### config.mk
export PLATFORM = sky130hd
export DESIGN_NAME = imm_gen_pipe
export DESIGN_NICKNAME = d
export VERILOG_FILES = /design/src/rtl/imm_gen_pipe.sv
export SDC_FILE = /design/constraint.sdc
export NUM_CORES = 1
export LEC_CHECK = 0
export CORE_MARGIN = 5
export CORE_UTILIZATION = 50
export CTS_CLUSTER_DIAMETER = 120
export DETAILED_ROUTE_END_ITERATION = 16
export PLACE_DENSITY_LB_ADDON = 0.2
export SYNTH_ARGS = -nofsm -noshare
export SYNTH_HDL_FRONTEND = slang
export SYNTH_SLANG_ARGS = --single-unit
### constraint.sdc
create_clock -name clk -period 2.39 [get_ports clk]
set_clock_uncertainty 0.1 [all_clocks]
set_input_delay 0.717 -clock clk [delete_from_list [all_inputs] [get_ports clk]]
set_output_delay 0.717 -clock clk [all_outputs]
set_load 0.005 [all_outputs]
### src/rtl/imm_gen_pipe.sv
// imm_gen_pipe: ID-stage immediate decoder with format tag, PC-relative
// target precompute and a 2-entry skid buffer on a valid/ready output.
//
// Parameters:
//   XLEN        32 or 64; any other value stops elaboration
// Ports:
//   clk, rst    clock; asynchronous active-low reset
//   flush       drops both buffered entries and any same-cycle accept
//   in_valid    instruction presented
//   in_ready    registered; low only while the skid entry is occupied
//   in_instr    32-bit instruction word
//   in_pc       PC of the instruction
//   out_valid   result held on out_*
//   out_ready   consumer accepts the result
//   out_imm     sign/zero-extended immediate
//   out_fmt     0 I, 1 S, 2 B, 3 U, 4 J, 5 Z, 6 SH, 7 none
//   out_target  pc + imm for B, J and AUIPC, else 0
//   out_pc      PC carried through
//   out_illegal in_instr[1:0] != 2'b11
// Build option: define IMMGEN_ZICSR_EN to decode CSR*I zimm as format Z.
module imm_gen_pipe #(
    parameter int XLEN = 32
) (
    input  logic            clk,
    input  logic            rst,
    input  logic            flush,
    input  logic            in_valid,
    output logic            in_ready,
    input  logic [31:0]     in_instr,
    input  logic [XLEN-1:0] in_pc,
    output logic            out_valid,
    input  logic            out_ready,
    output logic [XLEN-1:0] out_imm,
    output logic [2:0]      out_fmt,
    output logic [XLEN-1:0] out_target,
    output logic [XLEN-1:0] out_pc,
    output logic            out_illegal
);

    if (XLEN != 32 && XLEN != 64) begin : g_xlen_bad
        $error("imm_gen_pipe: XLEN must be 32 or 64");
    end

    localparam logic [2:0] FMT_I  = 3'd0;
    localparam logic [2:0] FMT_S  = 3'd1;
    localparam logic [2:0] FMT_B  = 3'd2;
    localparam logic [2:0] FMT_U  = 3'd3;
    localparam logic [2:0] FMT_J  = 3'd4;
`ifdef IMMGEN_ZICSR_EN
    localparam logic [2:0] FMT_Z  = 3'd5;
`endif
    localparam logic [2:0] FMT_SH = 3'd6;
    localparam logic [2:0] FMT_NO = 3'd7;

    localparam logic [4:0] OPC_OPIMM   = 5'b00100;
    localparam logic [4:0] OPC_AUIPC   = 5'b00101;
    localparam logic [4:0] OPC_OPIMM32 = 5'b00110;
    localparam logic [4:0] OPC_STORE   = 5'b01000;
    localparam logic [4:0] OPC_OP      = 5'b01100;
    localparam logic [4:0] OPC_LUI     = 5'b01101;
    localparam logic [4:0] OPC_OP32    = 5'b01110;
    localparam logic [4:0] OPC_BRANCH  = 5'b11000;
    localparam logic [4:0] OPC_JAL     = 5'b11011;
`ifdef IMMGEN_ZICSR_EN
    localparam logic [4:0] OPC_SYSTEM  = 5'b11100;
`endif

    typedef struct packed {
        logic [XLEN-1:0] imm;
        logic [2:0]      fmt;
        logic [XLEN-1:0] tgt;
        logic [XLEN-1:0] pc;
        logic            ill;
    } entry_t;

    localparam entry_t RST_ENTRY = '{
        imm: '0, fmt: FMT_NO, tgt: '0, pc: '0, ill: 1'b0
    };

    logic [4:0]  opc;
    logic [31:0] imm32;
    logic [XLEN-1:0] imm_x;
    logic [2:0]  fmt;
    logic        pcrel;
    logic        legal;
    logic        sh_hi;
    entry_t      dec;

    // Every immediate is first formed as a 32-bit value that is already
    // correct when read as signed; widening to XLEN is then one sign
    // extension (shamt/zimm are small positives, so that is a zext too).
    always_comb begin
        opc   = in_instr[6:2];
        legal = (in_instr[1:0] == 2'b11);
        sh_hi = (XLEN == 64) && (opc == OPC_OPIMM) && in_instr[25];
        imm32 = {{20{in_instr[31]}}, in_instr[31:20]};
        fmt   = FMT_I;
        pcrel = 1'b0;
        case (opc)
            OPC_STORE: begin
                imm32 = {{20{in_instr[31]}}, in_instr[31:25],
                         in_instr[11:7]};
                fmt   = FMT_S;
            end
            OPC_BRANCH: begin
                imm32 = {{19{in_instr[31]}}, in_instr[31], in_instr[7],
                         in_instr[30:25], in_instr[11:8], 1'b0};
                fmt   = FMT_B;
                pcrel = 1'b1;
            end
            OPC_LUI: begin
                imm32 = {in_instr[31:12], 12'b0};
                fmt   = FMT_U;
            end
            OPC_AUIPC: begin
                imm32 = {in_instr[31:12], 12'b0};
                fmt   = FMT_U;
                pcrel = 1'b1;
            end
            OPC_JAL: begin
                imm32 = {{11{in_instr[31]}}, in_instr[31],
                         in_instr[19:12], in_instr[20],
                         in_instr[30:21], 1'b0};
                fmt   = FMT_J;
                pcrel = 1'b1;
            end
            OPC_OPIMM, OPC_OPIMM32: begin
                // funct3 001/101 are the shifts; funct7 is not immediate
                if (in_instr[13:12] == 2'b01) begin
                    imm32 = {26'b0, sh_hi, in_instr[24:20]};
                    fmt   = FMT_SH;
                end
            end
            OPC_OP, OPC_OP32: begin
                imm32 = '0;
                fmt   = FMT_NO;
            end
`ifdef IMMGEN_ZICSR_EN
            OPC_SYSTEM: begin
                if (in_instr[14]) begin
                    imm32 = {27'b0, in_instr[19:15]};
                    fmt   = FMT_Z;
                end
            end
`endif
            default: ;
        endcase
        if (!legal) begin
            imm32 = '0;
            fmt   = FMT_NO;
            pcrel = 1'b0;
        end
        imm_x   = XLEN'($signed(imm32));
        dec.imm = imm_x;
        dec.fmt = fmt;
        dec.tgt = pcrel ? (in_pc + imm_x) : '0;
        dec.pc  = in_pc;
        dec.ill = !legal;
    end

    entry_t out_q, out_d, sk_q, sk_d;
    logic   out_v_q, out_v_d, sk_v_q, sk_v_d;
    logic   acc, drain;

    assign acc   = in_valid && !sk_v_q;
    assign drain = out_v_q && out_ready;

    // sk_v_q implies OUT is full, and it blocks accept, so an accept
    // together with a drain always has an empty skid entry.
    always_comb begin
        out_d   = out_q;
        sk_d    = sk_q;
        out_v_d = out_v_q;
        sk_v_d  = sk_v_q;
        if (flush) begin
            out_v_d = 1'b0;
            sk_v_d  = 1'b0;
        end else if (drain) begin
            if (sk_v_q) begin
                out_d  = sk_q;
                sk_v_d = 1'b0;
            end else if (acc) begin
                out_d = dec;
            end else begin
                out_v_d = 1'b0;
            end
        end else if (acc) begin
            if (!out_v_q) begin
                out_d   = dec;
                out_v_d = 1'b1;
            end else begin
                sk_d   = dec;
                sk_v_d = 1'b1;
            end
        end
    end

    always_ff @(posedge clk or negedge rst) begin
        if (!rst) begin
            out_q   <= RST_ENTRY;
            sk_q    <= RST_ENTRY;
            out_v_q <= 1'b0;
            sk_v_q  <= 1'b0;
        end else begin
            out_q   <= out_d;
            sk_q    <= sk_d;
            out_v_q <= out_v_d;
            sk_v_q  <= sk_v_d;
        end
    end

    assign in_ready    = !sk_v_q;
    assign out_valid   = out_v_q;
    assign out_imm     = out_q.imm;
    assign out_fmt     = out_q.fmt;
    assign out_target  = out_q.tgt;
    assign out_pc      = out_q.pc;
    assign out_illegal = out_q.ill;

endmodule

==> flow_metrics.env, run 1 <==
export IMPL_place_worst_setup_slack_ns=-2.53
export IMPL_start_util=0.505
export IMPL_cts_root_buf="clkbuf_16"
export IMPL_slew_violations=0
export IMPL_timing_final_setup_violations=62
export IMPL_antenna_violations_before_repair=0
export IMPL_detail_route_vias_per_cell=5.79
export IMPL_failed_checks="negative setup slack"
export IMPL_layout_cell_area_non_filler_um2=16600
export IMPL_synth_top_family_by_area="simple AND/OR/NAND/NOR gates"
export IMPL_power_total_mw=10.6
export IMPL_postPlaceCellArea_um2=14600
export IMPL_grt_overflow_total=0
export IMPL_worst_setup_path_start_kind="input pin"
export IMPL_clock_tree_htree_level_count=1
export IMPL_chipWidth_um=155
export IMPL_post_synthesis_cell_area_um2=10500
export IMPL_timing_critical_path_required_ns=2.73
export IMPL_design_final_nets=1772
export IMPL_final_period_utilization=1.71
export IMPL_dr_first_iter_drc_count=987
export IMPL_leakage_nw=7.66
export IMPL_yosysSeqAreaShare=0.480
export IMPL_worst_path_max_fanout=3
export IMPL_timing_final_crit_period_ns=4.09
export IMPL_synth_top_flop_cell="dfrtp_1"
export IMPL_dp_final_hpwl_mm=25.6
export IMPL_final_cell_mix="403 x nand2_1, 225 x buf_4, 194 x dfrtp_1, 161 x clkdlybuf4s50_1, 110 x nor2_1"
export IMPL_synth_warning_count=0
export IMPL_die_y_um=155
export IMPL_ys_seq_elements=202
export IMPL_power_density_over_cell_area_nw_per_um2=638
export IMPL_outcome="finished with violations"
export IMPL_flow_area_growth_from_synthesis_pct=57.9
export IMPL_synthesis_area_per_instance_um2=8.24
export IMPL_clkSinkCount=202
export IMPL_place_port_buffers=170
export IMPL_synth_area_leaders="dfrtp_1 47%, nand2_1 15%, a31oi_1 4.5%"
export IMPL_gp_congestion=0.928
export IMPL_tritoncts_num_buffers=23
export IMPL_number_of_hold_violations_in_the_final_report=0
export IMPL_post_synth_and_or_nand_nor_area_fraction=0.249
export IMPL_async_flop_share=1.00
export IMPL_grt_util_all_layers=0.308
export IMPL_tritoncts="yes"
export IMPL_fin_setup_tns_ns=-78.16
export IMPL_floorplan_rows=53
export IMPL_synth_area_in_compound_gates=0.175
export IMPL_area_of_combinational_cells_with_multiple_inputs_um2=6240
export IMPL_pin_count_of_the_biggest_net_entering_global_routing=74
export IMPL_remaining_drc_errors=0
export IMPL_area_sequential_um2=5060
export IMPL_cts_hold_repair_buffers=0
export IMPL_max_clock_freq_mhz=244
export IMPL_final_common_cell="nand2_1"
export IMPL_mappedNetlistNets=1380
export IMPL_max_slew_margin=0.612
export IMPL_floorplan_io_pins=171
export IMPL_std_cell_core_area_um2=20900
export IMPL_grt_setup_unrepaired="yes"
export IMPL_drive_gt1_frac=0.292
export IMPL_clock_tree_buffer_depth=3
export IMPL_post_synth_xor_area_fraction=0.0183
export IMPL_wire_length_per_cell_after_detailed_routing_um=19.9
export IMPL_post_synthesis_mux_area_share=0.00487
export IMPL_clk_insertion_delay_late_ns=0.51
export IMPL_ant_nets=0
export IMPL_peakVddDrop_v=0.000612
export IMPL_routed_via_count=11300
export IMPL_synth_area_leader_cell="dfrtp_1"
export IMPL_worst_slew_pin_slew_ns=0.577
export IMPL_hp_class="in -> async"
export IMPL_antenna_cells_inserted=0
export IMPL_grt_pass1_vias=11300
export IMPL_synth_edff_count=0
export IMPL_critPathArrivalTime_ns=4.43
export IMPL_fill_cells=1319
export IMPL_post_synth_top_area_fraction=0.465
export IMPL_drtPass1Iterations=7
export IMPL_cell_count_after_synthesis=1279
export IMPL_yosys_area_share_adder=0.0387
export IMPL_synth_distinct_cells=61
export IMPL_finalCoreUtilization=0.797
export IMPL_clk_pin_slew_ns=0.06
export IMPL_postRouteWirelength_mm=39.0
export IMPL_layout_setup_ws_ns=-1.70
export IMPL_floorplan_die_area_um2=24100
export IMPL_grt_first_pass_wirelength_mm=60.0
export IMPL_cap_viol_max_count=0
export IMPL_critical_path_class="in -> reg"
export IMPL_cp_end_kind="flop"
[timing repair]
action,in CTS,in global routing
buffers inserted,37,18
hold endpoints to repair,0,0
pin swaps,93,66
gates resized for setup,157,78
endpoints found under the setup margin,115,81
[critical path, cell delays in order]
cell	delay, ns
buf_6	0.10
buf_6	0.12
nor4b_4	0.32
or3_4	0.19
o211ai_1	0.14
buf_4	0.18
a22oi_1	0.16
nor2_1	0.10
ha_2	0.36
nand3_1	0.12
nand2_2	0.11
a221oi_4	0.08
a41o_2	0.31
o31a_4	0.31
buf_4	0.15
nor4_4	0.32
nor4_4	0.07
or4_4	0.44
a21oi_2	0.13
[final cells by class]
class | instances | share of cell area
sequential | 202 | 0.304
timing repair buffer | 446 | 0.252
tap | 275 | 0.0207
clock inverter | 6 | 0.00677
inverter | 14 | 0.00316
multi-input combinational | 984 | 0.375
clock buffer | 32 | 0.0378
[synthesized netlist by cell type, types with 14 or more instances]
cell,instances
a21o_1,18
a21oi_1,74
a22o_1,14
a31oi_1,76
clkbuf_1,67
dfrtp_1,196
ha_1,31
inv_1,14
nand2_1,416
nand3_1,17
nor2_1,124
o21ai_0,44
[power by group]
group	switching (mW)	leakage, nW	total [mW]	internal, mW
registers	0.322	2.54	4.27	3.95
logic	1.30	4.76	2.79	1.48
clock network	1.41	0.361	3.56	2.15
total	3.03	7.66	10.6	7.59
[kinds of logic (layout without fill, tap and decap cells)]
family,Yosys count,in the layout
flip-flops,202,202
adder cells (fa/ha/maj),32,32
buffers and inverters,93,498
AO/OA/AOI/OAI,291,291
XOR/XNOR,22,22
multiplexers,5,5
AND/OR/NAND/NOR,634,634
[registers in the layout, summed over array words and instances (netlist names)]
| signal | cells |
|---|---|
| out_pc | 32 |
| sk_v_q | 1 |
| out_illegal | 1 |
| out_target | 32 |
| out_fmt | 3 |
| out_imm | 32 |
| out_valid | 1 |
| sk_q | 100 |
[stage by stage]
| stage | hold slack (ns) | cells |
|---|---|---|
| 6_report | 0.0650 | 1959 |
| 3_5_place_dp | 0.359 | 1882 |
| 2_1_floorplan | 0.321 | 1279 |
| 4_1_cts | 0.0865 | 1950 |
| 5_1_grt | 0.0992 | 1959 |
| 3_3_place_gp | 0.354 | 1882 |
[metal layers]
metal,wire length (µm),vias to the layer above,share of wire,GRT usage
met4,1460,0,0.037,0.0950
li1,-,5142,-,-
met3,3250,114,0.083,0.0512
met2,18300,600,0.47,0.495
met5,0,-,0,0
met1,16000,5480,0.41,0.431
[worst paths after layout]
path	cells past startpoint	to	startpoint	slack, ns
hold / removal	1	out_target[11]$_DFFE_PN0P_	rst	0.06
max in group asynchronous	2	out_fmt[2]$_DFFE_PN1P_	rst	1.46
hold reg to reg	2	sk_q[28]$_DFFE_PN0P_	sk_q[28]$_DFFE_PN0P_	0.37
setup / recovery	19	out_target[29]$_DFFE_PN0P_	in_instr[3]	-1.70
min in group clk	2	sk_q[28]$_DFFE_PN0P_	sk_q[28]$_DFFE_PN0P_	0.37
setup reg to reg	5	sk_q[78]$_DFFE_PN0P_	sk_v_q$_DFFE_PN0P_	0.41
No activity file was read; power rests on OpenSTA's default activity.
==> run 2: changes to the inputs <==
CORE_MARGIN = 4   (was 5)
==> flow_metrics.env, run 2 (synthesis gave the netlist of run 1 again) <==
export IMPL_outcome="finished with violations"
export IMPL_failed_checks="negative setup slack"
export IMPL_timing_final_setup_violations=67
export IMPL_place_detailed_instances=1873
export IMPL_grt_overflow_total=0
export IMPL_hp_class="in -> async"
export IMPL_tritoncts="yes"
export IMPL_power_density_over_cell_area_nw_per_um2=636
export IMPL_remaining_drc_errors=0
export IMPL_pin_count_of_the_biggest_net_entering_global_routing=55
export IMPL_clock_tree_buffer_depth=3
export IMPL_cts_hold_repair_buffers=0
export IMPL_fill_cells=1142
export IMPL_cts_root_buf="clkbuf_16"
export IMPL_clk_pin_slew_ns=0.06
export IMPL_place_worst_setup_slack_ns=-2.49
export IMPL_floorplan_die_area_um2=23500
export IMPL_design_final_nets=1798
export IMPL_final_common_cell="nand2_1"
export IMPL_drtPass1Iterations=7
export IMPL_busiest_layer_in_global_routing="met2"
export IMPL_floorplan_io_pins=171
export IMPL_number_of_hold_violations_in_the_final_report=0
export IMPL_antenna_cells_inserted=0
export IMPL_fin_setup_tns_ns=-81.99
export IMPL_timing_final_crit_period_ns=4.09
export IMPL_start_util=0.514
export IMPL_critPathArrivalTime_ns=4.43
export IMPL_grt_setup_unrepaired="yes"
export IMPL_dp_final_hpwl_mm=25.6
export IMPL_timing_critical_path_required_ns=2.73
export IMPL_peakVddDrop_v=0.000585
export IMPL_drive_gt1_frac=0.317
export IMPL_gp_congestion=0.935
export IMPL_max_clock_freq_mhz=245
export IMPL_detail_route_vias_per_cell=6.15
export IMPL_grtUsageMet1=0.443
export IMPL_clkSinkCount=202
export IMPL_final_cell_mix="407 x nand2_1, 242 x buf_4, 194 x dfrtp_1, 161 x clkdlybuf4s50_1, 106 x nor2_1"
export IMPL_cap_viol_max_count=0
export IMPL_slew_violations=0
export IMPL_worst_slew_pin_slew_ns=0.465
export IMPL_grt_util_all_layers=0.315
export IMPL_regMostFlops="sk_q"
export IMPL_grt_met3_usage=0.0509
export IMPL_layout_cell_area_non_filler_um2=17000
export IMPL_postPlaceCellArea_um2=14600
export IMPL_antenna_violations_before_repair=0
export IMPL_layout_setup_ws_ns=-1.70
export IMPL_place_port_buffers=170
export IMPL_postRouteWirelength_mm=44.3
export IMPL_critical_path_class="in -> reg"
export IMPL_dr_first_iter_drc_count=1315
export IMPL_worst_path_max_fanout=6
export IMPL_final_period_utilization=1.71
export IMPL_ant_nets=0
export IMPL_leakage_nw=7.82
export IMPL_max_slew_margin=0.690
export IMPL_largest_register_ffs=100
export IMPL_grt_first_pass_wirelength_mm=60.6
export IMPL_final_cells=1983
export IMPL_clock_tree_htree_level_count=1
export IMPL_floorplan_rows=52
export IMPL_std_cell_core_area_um2=20500
export IMPL_wire_length_per_cell_after_detailed_routing_um=22.3
export IMPL_cp_end_kind="flop"
export IMPL_clk_insertion_delay_late_ns=0.51
export IMPL_chipWidth_um=153
export IMPL_flow_area_growth_from_synthesis_pct=61.7
export IMPL_worst_setup_path_start_kind="input pin"
export IMPL_die_y_um=153
export IMPL_groute_layer_met2_usage=0.500
export IMPL_routed_via_count=12200
export IMPL_grt_pass1_vias=11400
export IMPL_tritoncts_num_buffers=23
==> run 2: power breakdown <==
| part | internal, mW | leakage (nW) | switching, mW |
|---|---|---|---|
| logic | 1.57 | 4.91 | 1.43 |
| clock network | 2.09 | 0.371 | 1.47 |
| registers | 3.95 | 2.54 | 0.331 |
==> run 2: final cells by class <==
type | instances | area, µm² | area share
Clock buffer | 30 | 632 | 0.0371
Timing Repair Buffer | 472 | 4390 | 0.258
Clock inverter | 11 | 119 | 0.00697
Multi-Input combinational cell | 984 | 6440 | 0.378
Inverter | 14 | 55.1 | 0.00323
Sequential cell | 202 | 5060 | 0.297
Tap cell | 270 | 338 | 0.0198
==> run 2: stage by stage <==
step            util  hold slack [ns]  power (mW)
6_report       0.832           0.0733        10.8
3_3_place_gp   0.710            0.355        6.67
2_1_floorplan      -            0.321        5.27
4_1_cts        0.792           0.0763        10.5
5_1_grt        0.832           0.0967        11.3
3_5_place_dp   0.710            0.361        6.74
==> run 2: worst max-delay path: stages <==
cell           delay [ns]
dlygate4sd2_1        0.34
inv_1                0.09
a21o_1               0.21
nor2_4               0.15
a21oi_4              0.06
o21bai_1             0.17
buf_4                0.19
a21oi_4              0.23
ha_1                 0.29
a21oi_1              0.20
o211ai_1             0.19
a211oi_2             0.32
o31ai_2              0.13
o21ai_2              0.20
o21ai_4              0.08
or4_4                0.53
a31o_1               0.20
a21oi_2              0.11
==> run 2: metal layers <==
metal,share of wire,vias to the layer above
met5,0,-
met4,0.070,0
met3,0.096,278
met2,0.46,878
met1,0.38,5841
li1,-,5205
==> run 2: worst paths after layout <==
path                                           from                         end  slack, ns  depth (start not counted)
min in group clk                sk_q[1]$_DFFE_PN0P_         sk_q[1]$_DFFE_PN0P_       0.38                          2
worst max-delay path                   in_instr[13]  out_target[31]$_DFFE_PN0P_      -1.70                         18
worst max register to register   sk_v_q$_DFFE_PN0P_        sk_q[78]$_DFFE_PN0P_       0.40                          4
worst min-delay path                            rst  out_target[11]$_DFFE_PN0P_       0.07                          1
worst min register to register  sk_q[1]$_DFFE_PN0P_         sk_q[1]$_DFFE_PN0P_       0.38                          2
max in group asynchronous                       rst      out_fmt[1]$_DFFE_PN1P_       1.48                          2
==> run 2: timing repair <==
action / 4_1_cts / 5_1_grt
endpoints found under the setup margin: 110 / 82
buffers inserted: 42 / 39
resized for setup: 151 / 130
pin swaps: 94 / 115
cloned: 1 / 0
